File: src/rtl/mul_mantissa_seq.sv
// Sequential shift-and-add multiplier for 24-bit significands (hidden bit included).
// One 25-bit add plus a one-bit right shift per cycle; 48-bit raw product out.

module add_25bits (
    input  logic [24:0] a,
    input  logic [24:0] b,
    input  logic        cin,
    output logic [24:0] sum
);
    assign sum = a + b + {24'd0, cin};
endmodule

module mul_mantissa_seq (
    input  logic        i_clk,
    input  logic        i_rst_n,
    input  logic [23:0] i_data_one,
    input  logic [23:0] i_data_two,
    input  logic        i_valid,
    output logic        o_ready,
    output logic [47:0] o_product,
    output logic        o_valid,
    input  logic        i_ready
);
    typedef enum logic [1:0] {IDLE, CALC, DONE} state_t;

    state_t      state, state_nxt;
    logic [23:0] mcand;
    logic [23:0] mplr;
    logic [24:0] acc;
    logic [24:0] addend;
    logic [24:0] sum;
    logic [4:0]  cnt;
    logic [47:0] prod_q;
    logic        last_iter;

    assign addend    = mplr[0] ? {1'b0, mcand} : '0;
    // Codes 24..31 are unreachable but still leave CALC on the next edge.
    assign last_iter = (cnt >= 5'd23);

    add_25bits u_add (
        .a   (acc),
        .b   (addend),
        .cin (1'b0),
        .sum (sum)
    );

    always_ff @(posedge i_clk or negedge i_rst_n) begin
        if (!i_rst_n) state <= IDLE;
        else          state <= state_nxt;
    end

    always_comb begin
        state_nxt = state;
        o_ready   = 1'b0;
        o_valid   = 1'b0;
        case (state)
            IDLE: begin
                o_ready = 1'b1;
                if (i_valid) state_nxt = CALC;
            end
            CALC: begin
                if (last_iter) state_nxt = DONE;
            end
            DONE: begin
                o_valid = 1'b1;
                if (i_ready) state_nxt = IDLE;
            end
            default: state_nxt = IDLE;
        endcase
    end

    // The product is captured separately so it holds across IDLE and the next CALC;
    // on the final step the shifted {acc[23:0], mplr} equals {sum, mplr[23:1]}.
    always_ff @(posedge i_clk or negedge i_rst_n) begin
        if (!i_rst_n) begin
            mcand  <= '0;
            mplr   <= '0;
            acc    <= '0;
            cnt    <= '0;
            prod_q <= '0;
        end else begin
            case (state)
                IDLE: begin
                    if (i_valid) begin
                        mcand <= i_data_one;
                        mplr  <= i_data_two;
                        acc   <= '0;
                        cnt   <= '0;
                    end
                end
                CALC: begin
                    acc  <= {1'b0, sum[24:1]};
                    mplr <= {sum[0], mplr[23:1]};
                    cnt  <= cnt + 5'd1;
                    if (last_iter) prod_q <= {sum, mplr[23:1]};
                end
                default: ;
            endcase
        end
    end

    assign o_product = prod_q;

endmodule

File: config.mk
export PLATFORM = sky130hd
export DESIGN_NAME = mul_mantissa_seq
export DESIGN_NICKNAME = d
export VERILOG_FILES = /design/src/rtl/mul_mantissa_seq.sv
export SDC_FILE = /design/constraint.sdc
export NUM_CORES = 1
export LEC_CHECK = 0
export CORE_ASPECT_RATIO = 1.5
export CORE_MARGIN = 4
export CORE_UTILIZATION = 27
export DETAILED_ROUTE_END_ITERATION = 8
export PLACE_DENSITY_LB_ADDON = 0.12
export SLEW_MARGIN = 20
export SYNTH_ARGS = -nofsm -noshare
export SYNTH_HDL_FRONTEND = slang
export SYNTH_SLANG_ARGS = --single-unit
File: constraint.sdc
create_clock -name i_clk -period 3.8 [get_ports i_clk]
set_input_delay 0.76 -clock i_clk [delete_from_list [all_inputs] [get_ports i_clk]]
set_output_delay 0.76 -clock i_clk [all_outputs]
set_load 0.005 [all_outputs]
Word level (Yosys, flattened, before mapping)
Cells that the tools add are included.
{"block": "word_totals", "regBits": 128, "output_inout_bits": 50, "word_cells": 33}
{"block": "classes", "addsub": 2, "order_cmp": 1, "n_eq_ne": 5, "muxes": 13, "n_reduce_logical": 6}
{"op": "case mux 25 bit (2 select lines)", "count": 1}
{"op": "2-to-1 mux 24 bit", "count": 2}
{"op": "case mux 24 bit (2 select lines)", "count": 1}
{"op": "adder 25 x 24 -> 25 bit", "count": 1}
{"op": "2-to-1 mux 25 bit", "count": 1}
{"op": "case mux 5 bit (2 select lines)", "count": 1}
{"op": "2-to-1 mux 2 bit", "count": 3}
{"op": "inequality test 2 bit (second input constant)", "count": 3}
{"op": "case mux 2 bit (3 select lines)", "count": 1}
{"op": "AND reduction 2 bit", "count": 3}
{"op": "adder 5 x 1 -> 5 bit (second input constant)", "count": 1}
{"op": "greater-or-equal comparator 5 bit (second input constant)", "count": 1}
{"op": "2-to-1 mux 5 bit", "count": 1}
{"op": "AND reduction 3 bit", "count": 1}
{"op": "== test 2 x 1 -> 1 bit (second input constant)", "count": 1}
{"op": "== test 2 bit (second input constant)", "count": 1}
{"op": "zero test 2 bit", "count": 1}
{"op": "2-to-1 mux 1 bit", "count": 2}
{"op": "nonzero test 2 bit", "count": 1}

Logic depth before layout (Yosys ltp)
{"block": "depth", "ltp_word": 3, "depth_mapped": 11, "ltp_nobuf": 10}

Cells and area by module
Synthesis repeated with hierarchy kept, for this count alone.
{"block": "unflattened", "hier_cells": 611, "hier_area_um2": 6427.4}
{"module": "mul_mantissa_seq", "n_inst": 1, "cells_each": 425, "area_each_um2": 5098.6, "seq_area_each_um2": 3178.0}
{"module": "add_25bits", "n_inst": 1, "cells_each": 186, "area_each_um2": 1328.8, "seq_area_each_um2": 0.0}

Worst setup path before layout
OpenSTA, ideal clock, no wires.
{"block": "synth_path", "kind": "register to register", "startpoint": "register mplr[0]", "endpoint": "register acc[21]", "setup_time_ns": 0.069, "arrival_ns": 2.580, "setup_slack_ns": 1.151, "path_stages_with_launch": 12, "n_path_buf": 1, "synth_period_minus_slack_ns": 2.649, "path_cell_list": "dfrtp_1 -> clkbuf_1 -> and2_1 -> ha_1 -> inv_1 -> fa_1 -> nand2b_1 -> a21o_1 -> a21bo_2 -> and3_1 -> or4_1 -> nand3_1"}
{"block": "synth_between", "elab_chain_cells": 3}
{"item": "start: declaration", "line_no": "28", "rtl": "logic [23:0] mplr;"}
{"item": "start signal: assignment", "line_no": "86", "rtl": "mplr <= i_data_two;"}
{"item": "start signal: assignment", "line_no": "93", "rtl": "mplr <= {sum[0], mplr[23:1]};"}
{"item": "2-to-1 mux 24 bit", "line_no": "36", "rtl": "assign addend = mplr[0] ? {1'b0, mcand} : '0;"}
{"item": "adder 25 x 24 -> 25 bit", "line_no": "10", "rtl": "assign sum = a + b + {24'd0, cin};"}
{"item": "case mux 25 bit (2 select lines)", "line_no": "82", "rtl": "case (state)"}
{"item": "end signal: assignment", "line_no": "92", "rtl": "acc <= {1'b0, sum[24:1]};"}
{"item": "end: declaration", "line_no": "29", "rtl": "logic [24:0] acc;"}
Every way passes these cells.
A chain may end at the register's enable or synchronous reset.

Final worst setup path
{"block": "layout_path", "startpoint": "register mplr[0]", "endpoint": "register acc[20]"}
Same word-level chain as after synthesis.

==> reports/results.txt <==
worst r2r src: mplr[0]
Synth cell types: 54
Reg2Reg Setup Slack: 0.86 ns
reg2reg end: acc[20]
initial DRC count: 215
initial antenna violation count: 0
total grt overflow: 0
Leak: 0.00354 µW
# rows: 69
Clock Tree Root: clkbuf_16
Max Clk Rate: 340 MHz
skew final: 0.0148 ns
Initial Util: 0.274
placed cell area: 0.00784 mm²
Post-Syn Instances: 704
portion of netlist area occupied by mux cells: 0.0432
crit path DAT: 3.24 ns
number of detailed-route iterations in the first pass: 4
drt drc: 0
Post-Synth Simple-Gate Area: 0.206
RSZ-0062 raised after global routing: false
CTS resizes: 0
Post-synth ARST share: 1.00
Routed WL: 19.5 mm
Worst setup SP type: flop
post-synthesis register bit count: 127
vias per inst: 4.84
gr usage total: 0.152
cts hold-fix bufs: 0
setup_tns: 0 ns
Final Critical Period: 2.94 ns
Via Count: 5,452
clk slew on worst S/H paths: 0.07 ns
largest net degree at the start of global routing: 71
ranking of synthesized cells by area: dfrtp_1 49%, nand2_1 7.5%, ha_1 4.8%
P&R area growth vs syn: 29.3%
area fraction of the dominant cell type after synthesis: 0.490
Worst Hold Class: in2async
post-synth net total: 782
Critical Path, Cell by Cell: buf_4 -> and2_1 -> ha_1 -> a21oi_2 -> o211ai_2 -> a21boi_2 -> o21bai_2 -> nor4b_1 -> or3_1
status: completed
Clock Tree Buf Depth: 2
CTS tree: built
IO Count: 102
DP HPWL: 13.9 mm
Syn. warnings: 0
Compound-Gate Fraction of Synth Area: 0.161
Hold Violations, Final: 0
final setup violation count: 0
register area share after synthesis: 0.490
Pwr per Cell Area: 988 mW/mm²
Post-synth EDFFs: 0
die width: 135 µm
Slew headroom: 0.306
Peak VDD IR: 0.000374 V
port buffer count: 101
Core Util, Final: 0.354
Placer Congestion: 0.865
core area: 0.0237 mm²
nets: 874
number of diodes: 0
fillcell total: 2,470
Detail Route Antenna Nets: 0
Die Ht: 198 µm
Synth Area in XOR/XNOR: 0.0203
CP max-delay cell: dfrtp_1
full die area: 0.0266 mm²
CP peak stage delay: 0.42 ns
Skew-Pair Late Insertion Delay: 0.44 ns
r2r worst-path depth: 9
hold slack final: 0.234 ns
Syn Area/Cell: 9.21 µm²
total of max-cap violations: 0
adder-cell share of the synthesized area: 0.0513
largest family of logic cells by synthesized area: simple AND/OR/NAND/NOR gates
Sink Count: 127
H-tree Lvls: 4
Avg WL per Cell: 17.3 µm
total CTS buffers: 17
CP Capture Type: flop
first-pass GRT wire length: 31.3 mm
post-synth top area cell: dfrtp_1
share of cells above drive strength 1: 0.0978
Setup crit start: mplr[0]
worst slew pin tran: 1.04 ns
Max FO, Critical Path: 19
Tcrit/Tclk final: 0.773
area of the multi-input gates: 0.00313 mm²
Slew Limit Fails: 0
class of the most critical setup path: reg2reg
total area of sequential cells: 0.00318 mm²
prevailing post-synth register cell: dfrtp_1
postcts setup bufs: 0
final cell area excluding filler cells: 0.00838 mm²
Cell Area, Synth: 0.00648 mm²
number of global-route vias before repair: 5,786
WP data required: 4.10 ns
-- state kept, by name (all words and copies together) (netlist names) --
signal,flops
cnt,5
mplr,24
mcand,24
o_product,48
state,2
acc,24
-- critical path, delay by kind of cell (launching register included) --
family | cells | cell delay [ns]
fa+ha+maj | 1 | 0.38
simple gates | 3 | 0.72
buf+inv | 1 | 0.22
flops | 1 | 0.42
compound gates | 4 | 1.05
-- where the power goes --
part | switching [µW] | total [µW] | internal (µW)
combinational | 2480 | 4290 | 1810
sequential | 445 | 2480 | 2030
clock | 651 | 1510 | 864
total | 3580 | 8290 | 4710
-- cells in the final DEF, fill, tap and decap left out, types with 25 or more instances in the layout --
cell type        instances
ha_1                    25
dfrtp_1                127
nand2_1                128
a21oi_1                 35
clkdlybuf4s50_1        100
o22ai_1                 26
o21ai_0                 58
nor2_1                  66
nand3_1                 34
-- Yosys cell counts, drive strengths merged (2+ instances only) --
library cell,instances
a31oi,3
buf,16
xnor2,7
nor2,66
nand2,130
or4,4
a21boi,2
a22oi,3
nor3,11
nor4,2
o21bai,4
nand3,34
ha,25
a21oi,36
nor2b,2
o211ai,6
nand4,12
a2111oi,2
o21ai,60
clkbuf,22
and2,24
nor3b,3
mux2,24
dfrtp,127
inv,9
o31ai,5
o21a,5
a211oi,3
o22ai,26
xor2,8
or3,2
a21o,4
nand2b,5
-- metal layers --
metal | vias to the layer above | global-route usage | part of all wire | wire length [µm]
li1 | 2656 | - | - | -
met4 | 0 | 0.0706 | 0.030 | 578
met5 | - | 0 | 0 | 0
met2 | 135 | 0.269 | 0.52 | 10100
met3 | 30 | 0.0394 | 0.052 | 1010
met1 | 2631 | 0.170 | 0.40 | 7810
-- area by class of cell --
| class | instances | area share |
|---|---|---|
| tap | 319 | 0.0476 |
| clock buffer | 19 | 0.0540 |
| multi-input combinational | 530 | 0.373 |
| clock inverter | 12 | 0.0106 |
| timing repair buffer | 111 | 0.131 |
| inverter | 9 | 0.00403 |
| sequential | 127 | 0.379 |
-- stage by stage --
step / setup slack, ns / power [µW] / instances
floorplan: 1.15 / 5270 / 704
global placement: 0.889 / 6820 / 1096
finish: 0.862 / 8290 / 1127
global route: 0.578 / 9050 / 1127
CTS: 0.820 / 8460 / 1127
detailed placement: 0.849 / 6870 / 1096
-- worst max-delay path by stage --
stage                          to  slack [ns]  cells past startpoint
after detailed placement  acc[20]        0.85                      9
after CTS                 acc[20]        0.82                      9
after global routing      acc[20]        0.58                      9
after global placement    acc[22]        0.89                      9
after floorplan           acc[21]        1.15                     11
final                     acc[20]        0.86                      9
-- cell families (layout without fill, tap and decap cells) --
group / Yosys count / in the layout
AO/OA/AOI/OAI: 166 / 166
buffers and inverters: 47 / 151
adder cells (fa/ha/maj): 26 / 26
XOR/XNOR: 15 / 15
flip-flops: 127 / 127
AND/OR/NAND/NOR: 298 / 298
multiplexers: 25 / 25
Note: power is estimated with default switching activity, not from simulation.
